## src/rtl/mul_serial_unit_if.sv

```systemverilog
// rtl/mul_serial_unit_if.sv - dispatch-side and result-side handshake bundle for mul_serial_unit
interface mul_serial_unit_if #(
  parameter int WIDTH = 32
);
  logic               in_valid;
  logic               in_ready;
  logic [2*WIDTH-1:0] in_packet;
  logic               out_valid;
  logic               out_ready;
  logic [2*WIDTH-1:0] out_product;

  modport master (
    output in_valid, in_packet, out_ready,
    input  in_ready, out_valid, out_product
  );

  modport slave (
    input  in_valid, in_packet, out_ready,
    output in_ready, out_valid, out_product
  );
endinterface

```

## src/rtl/mul_serial_unit.sv

```systemverilog
// rtl/mul_serial_unit.sv - iterative shift-and-add unsigned multiplier, WIDTH steps per product
module mul_serial_unit #(
  parameter int WIDTH = 32
) (
  input  logic              clock,
  input  logic              reset,
  mul_serial_unit_if.slave  bus,
  output logic              busy
);
  localparam int CW = $clog2(WIDTH);
  localparam logic [CW-1:0] CNT_ONE  = 1;
  localparam logic [CW-1:0] CNT_LAST = CW'(WIDTH - 1);

  typedef enum logic [1:0] {IDLE, BUSY, DONE} state_t;

  state_t             state;
  state_t             next_state;
  logic [2*WIDTH-1:0] multiplicand;
  logic [WIDTH-1:0]   multiplier;
  logic [2*WIDTH-1:0] acc;
  logic [2*WIDTH-1:0] acc_step;
  logic [2*WIDTH-1:0] product;
  logic [CW-1:0]      count;
  logic               last_step;

  assign acc_step  = multiplier[0] ? acc + multiplicand : acc;
  assign last_step = (count == CNT_LAST);

  // Handshake outputs are pure state decodes, so nothing combinational reaches them from inputs.
  assign bus.in_ready    = (state == IDLE);
  assign bus.out_valid   = (state == DONE);
  assign bus.out_product = product;
  assign busy            = (state != IDLE);

  always_comb begin
    next_state = state;
    case (state)
      IDLE:    if (bus.in_valid) next_state = BUSY;
      BUSY:    if (last_step) next_state = DONE;
      DONE:    if (bus.out_ready) next_state = IDLE;
      default: next_state = IDLE;
    endcase
  end

  always_ff @(posedge clock) begin
    if (reset) begin
      state        <= IDLE;
      product      <= '0;
      multiplicand <= '0;
      multiplier   <= '0;
      acc          <= '0;
      count        <= '0;
    end else begin
      state <= next_state;
      case (state)
        IDLE: begin
          if (bus.in_valid) begin
            multiplicand <= {{WIDTH{1'b0}}, bus.in_packet[WIDTH-1:0]};
            multiplier   <= bus.in_packet[2*WIDTH-1:WIDTH];
            acc          <= '0;
            count        <= '0;
          end
        end
        BUSY: begin
          acc          <= acc_step;
          multiplicand <= multiplicand << 1;
          multiplier   <= multiplier >> 1;
          count        <= count + CNT_ONE;
          // The final step's sum goes straight to the output register.
          if (last_step) product <= acc_step;
        end
        default: ;
      endcase
    end
  end
endmodule

```

## src/flat_wrapper.sv

```systemverilog
// flat-port wrapper written by rule: the top's interface ports become plain ports
module mul_serial_unit_flat 
#(
  parameter int WIDTH = 32
)
  (clock, reset, busy, bus_in_valid, bus_in_packet, bus_out_ready, bus_in_ready, bus_out_valid, bus_out_product);
  mul_serial_unit_if #(.WIDTH(WIDTH)) bus_i ();
  input  logic clock;
  input  logic reset;
  output logic busy;
  input wire logic [$bits(bus_i.in_valid)-1:0] bus_in_valid;
  input wire logic [$bits(bus_i.in_packet)-1:0] bus_in_packet;
  input wire logic [$bits(bus_i.out_ready)-1:0] bus_out_ready;
  output wire logic [$bits(bus_i.in_ready)-1:0] bus_in_ready;
  output wire logic [$bits(bus_i.out_valid)-1:0] bus_out_valid;
  output wire logic [$bits(bus_i.out_product)-1:0] bus_out_product;
  assign bus_i.in_valid = bus_in_valid;
  assign bus_i.in_packet = bus_in_packet;
  assign bus_i.out_ready = bus_out_ready;
  assign bus_in_ready = bus_i.in_ready;
  assign bus_out_valid = bus_i.out_valid;
  assign bus_out_product = bus_i.out_product;
  mul_serial_unit #(.WIDTH(WIDTH)) u_core (.clock(clock), .reset(reset), .bus(bus_i), .busy(busy));
endmodule
```

## config.mk

```make
export PLATFORM = sky130hd
export DESIGN_NAME = mul_serial_unit_flat
export DESIGN_NICKNAME = d
export VERILOG_FILES = /design/src/rtl/mul_serial_unit_if.sv /design/src/rtl/mul_serial_unit.sv /design/src/flat_wrapper.sv
export SDC_FILE = /design/constraint.sdc
export NUM_CORES = 1
export LEC_CHECK = 0
export CAP_MARGIN = 20
export CORE_MARGIN = 2
export CORE_UTILIZATION = 60
export CTS_BUF_LIST = sky130_fd_sc_hd__clkbuf_2
export DETAILED_ROUTE_END_ITERATION = 10
export GPL_TIMING_DRIVEN = 0
export HOLD_SLACK_MARGIN = 0.06
export PLACE_DENSITY = 0.92
export SLEW_MARGIN = 25
export SYNTH_ARGS = -nofsm -noshare
export SYNTH_HDL_FRONTEND = slang
export SYNTH_SLANG_ARGS = --single-unit
export TNS_END_PERCENT = 20
```

## constraint.sdc

```tcl
create_clock -name clock -period 3.24 [get_ports clock]
set_input_delay 0.81 -clock clock [delete_from_list [all_inputs] [get_ports clock]]
set_output_delay 0.81 -clock clock [all_outputs]
set_load 0.01 [all_outputs]
```

==> flow_metrics.tcl <==
set metrics [dict create \
    postCtsHoldBufs 0 \
    synth_edf_count 0 \
    hold_depth 2 \
    die_area_sq_mm 0.0236 \
    r2r_cells 13 \
    syn_avg_cell_area_sq_um 8.16 \
    grt_max_degree 15 \
    clock-sinks 231 \
    rsz0062_at_grt "true" \
    drive_gt1_frac 0.158 \
    yosys-top-cells-count "dfxtp_1 (231), nor2_1 (195), a21oi_1 (178)" \
    hpwl_mm 33.2 \
    die_h_microns 154 \
    hold_viol 0 \
    p_int_w 0.00398 \
    min_period_ns 3.43 \
    syn_inst 1647 \
    syn_to_final_growth_pct 23.0 \
    hold_end "u_core.bus.out_product[34]" \
    drtIter0Drc 1500 \
    htree_levels 2 \
    clk_pin_slew_ns 0.10 \
    synth_nets 1781 \
    hp-start "u_core.bus.out_product[34]" \
    status "finished, violations left" \
    final_util 0.755 \
    seq_area_frac_synth 0.344 \
    critPathRequiredTime_ns 3.98 \
    power_w 0.00590 \
    skew_ns 0.0950 \
    crit_path_start_kind "register" \
    p_switching_w 0.00191 \
    ios 135 \
    yosys.area.top_type "dfxtp_1" \
    synth-seq-cells 231 \
    arrival_ns 4.17 \
    maxSlewHeadroom 0.346 \
    tritoncts "done" \
    nFillCells 1631 \
    grt_pass1_vias 13600 \
    drc 0 \
    die_w_microns 154 \
    wl_per_cell_microns 21.4 \
    cts_buffers 58 \
    seq_area_sq_mm 0.00467 \
    max_stage_delay_ns 0.41 \
    critPathSlowestCell "fa_2" \
    cp-end-kind "register" \
    final_antenna_net_count 0 \
    row_count 54 \
    yosysWarnings 0 \
    vias 14300 \
    cpMostUsedCell "o211ai_1" \
    wl_met1_mm 18.7 \
    finalNonFillerCells 2194 \
    cp_cell_sequence "ha_4 -> inv_2 -> fa_2 -> nor2b_2 -> o2111ai_2 -> a211oi_2 -> buf_4 -> o211ai_1 -> a31oi_2 -> o211ai_1 -> a31oi_1 -> o221ai_2 -> a221o_1" \
    violations "setup timing" \
    viasPerCell 6.52 \
    crit_buf_inv 2 \
    setup_viol 13 \
    place_ws_ns -0.603 \
    synth.cell_area_sq_mm 0.0134 \
    tightest_slew_ns 0.980 \
    yosysMostFrequentCell "dfxtp_1" \
    seqPwrFrac 0.512 \
    p_comb_frac 0.154 \
    period_share 1.06 \
    final.setup.worst_slack_ns -0.186 \
    maxUsedRoutingLayer "met5" \
    rr_startpoint "u_core.acc[0]" \
    synth_top_area_frac 0.344 \
    cp_top_family "compound AO/OA/AOI/OAI gates" \
    async_flop_share 0 \
    final_nets 2000 \
    grt_usage 0.377 \
    synthFlopType "dfxtp_1" \
    max_freq_mhz 292 \
    r2r-end "u_core.bus.out_product[56]" \
    overflow 0 \
    fp.coreArea_sq_mm 0.0219 \
    antenna_found_initial 2 \
    drv_cap 0 \
    p_clk_frac 0.334 \
    synth_cell_types 74 \
    synthTopCellsByArea "dfxtp_1 (34%), a21oi_1 (6.6%), ha_1 (6.1%)" \
    post-place-cells 2061 \
    rrSetupSlack_ns -0.19 \
    drt_wl_total_mm 46.9 \
    maxSlewViolCount 0 \
    route.met3.wl_mm 5.69 \
    clk_root_buffer_cell "clkbuf_2" \
    insertion_delay_ns 0.94 \
    firstDrtPassIters 6 \
    dr_wl_met2_mm 20.6 \
    p_sw_frac 0.325 \
    gp_congestion 1.00 \
    start_util 0.614 \
    timing.hold.ws_ns 0.476 \
    grt_pass1_wl_mm 71.8 \
    port_buffers 134 \
    crit_type "register to register" \
    crit_fanout 3 \
    multiInputGateArea_sq_mm 0.00876 \
    cts_max_path_buffers 3 \
    hp-class "register to register" \
    ir_drop_uv 250 \
    leakagePower_nw 6.68 \
    powerDensity_mw_per_mm2 357 \
]
==> power groups by stage <==
stage	sequential, W	clock [W]	combinational, W
after floorplan	0.00303	0	0.000536
after global placement	0.00306	0	0.000790
after detailed placement	0.00307	0	0.000814
after CTS	0.00301	0.00195	0.000852
after global routing	0.00303	0.00212	0.000968
final	0.00302	0.00197	0.000909
==> state kept, by name, summed over array words and instances, names as in the netlist <==
register / count
u_core.bus.out_product: 64
u_core.multiplicand: 64
u_core.multiplier: 32
u_core.acc: 64
u_core.count: 5
u_core.state: 2
==> placed cells by master (no fill, tap or decap), types with 9 or more instances in the layout <==
master | Yosys | routed
a22oi_1 | 48 | 48
nor3_1 | 20 | 19
o21ai_0 | 83 | 80
inv_1 | 31 | 30
o221a_2 | 62 | 62
a21o_1 | 44 | 44
clkdlybuf4s50_1 | 0 | 134
a211oi_1 | 31 | 31
ha_4 | 0 | 16
and2_1 | 28 | 28
nor2b_1 | 76 | 74
and4_1 | 10 | 10
nand2_1 | 101 | 101
o21bai_1 | 18 | 17
buf_4 | 1 | 40
and3_1 | 11 | 10
dfxtp_1 | 231 | 210
nand4_1 | 24 | 24
xor2_1 | 22 | 22
xnor2_1 | 29 | 27
a22o_1 | 17 | 17
nand3_1 | 11 | 9
a31oi_1 | 20 | 16
nand2b_1 | 13 | 13
mux2i_1 | 31 | 28
a21oi_1 | 178 | 170
nor2_1 | 195 | 190
clkbuf_2 | 0 | 85
clkbuf_1 | 123 | 108
ha_1 | 65 | 49
or3_1 | 11 | 10
clkinv_1 | 0 | 21
dfxtp_2 | 0 | 15
==> cell type report <==
class,count,area share
Clock buffer,80,0.0242
Timing Repair Buffer,172,0.0984
Antenna cell,2,0.000303
Tap cell,280,0.0212
Multi-Input combinational cell,1248,0.530
Inverter,31,0.00704
Sequential cell,231,0.282
Buffer,124,0.0302
Clock inverter,26,0.00621
==> worst max path at each step <==
| stage | from | end | slack, ns | depth (start not counted) |
|---|---|---|---|---|
| 2_1_floorplan | u_core.acc[12] | u_core.acc[54] | 0.31 | 11 |
| 3_3_place_gp | u_core.multiplicand[0] | u_core.bus.out_product[54] | -0.55 | 13 |
| 3_5_place_dp | u_core.multiplicand[0] | u_core.bus.out_product[54] | -0.60 | 13 |
| 4_1_cts | u_core.multiplicand[14] | u_core.acc[60] | -0.04 | 12 |
| 5_1_grt | u_core.multiplicand[3] | u_core.acc[63] | -0.27 | 12 |
| 6_report | u_core.acc[0] | u_core.bus.out_product[56] | -0.19 | 13 |
==> tightest hold or removal path: stages (launching register included) <==
cell and delay, ns:
dfxtp_1 0.32, nand2_1 0.05, a21oi_1 0.06
==> cell families (layout without fill, tap and decap cells) <==
| kind of cell | count (synthesis) | in the layout | synth area share |
|---|---|---|---|
| buffers and inverters | 168 | 433 | 0.0485 |
| adder cells (fa/ha/maj) | 66 | 66 | 0.0620 |
| flip-flops | 231 | 231 | 0.344 |
| XOR/XNOR | 51 | 51 | 0.0332 |
| AND/OR/NAND/NOR | 515 | 515 | 0.184 |
| multiplexers | 34 | 34 | 0.0256 |
| other | 0 | 2 | 0 |
| AO/OA/AOI/OAI | 582 | 582 | 0.302 |
==> through the flow <==
| step | setup TNS, ns | instance area [sq um] |
|---|---|---|
| after floorplan | 0 | 13400 |
| after CTS | -0.0714 | 16100 |
| final | -0.906 | 16500 |
| after global placement | -10.67 | 15100 |
| after global routing | -2.45 | 16500 |
| after detailed placement | -12.70 | 15100 |
==> layer usage <==
layer  track usage  vias to the layer above
met2         0.583                      883
met3         0.103                      168
met4         0.157                        2
met5             0                        -
li1              -                     6489
met1         0.499                     6758
==> timing repair <==
item	CTS	global route
pin swaps	33	36
buffers inserted	21	17
endpoints found under the hold margin	0	0
endpoints found under the setup margin	53	64
resized for setup	76	66
No activity file was read; power rests on OpenSTA's default activity.
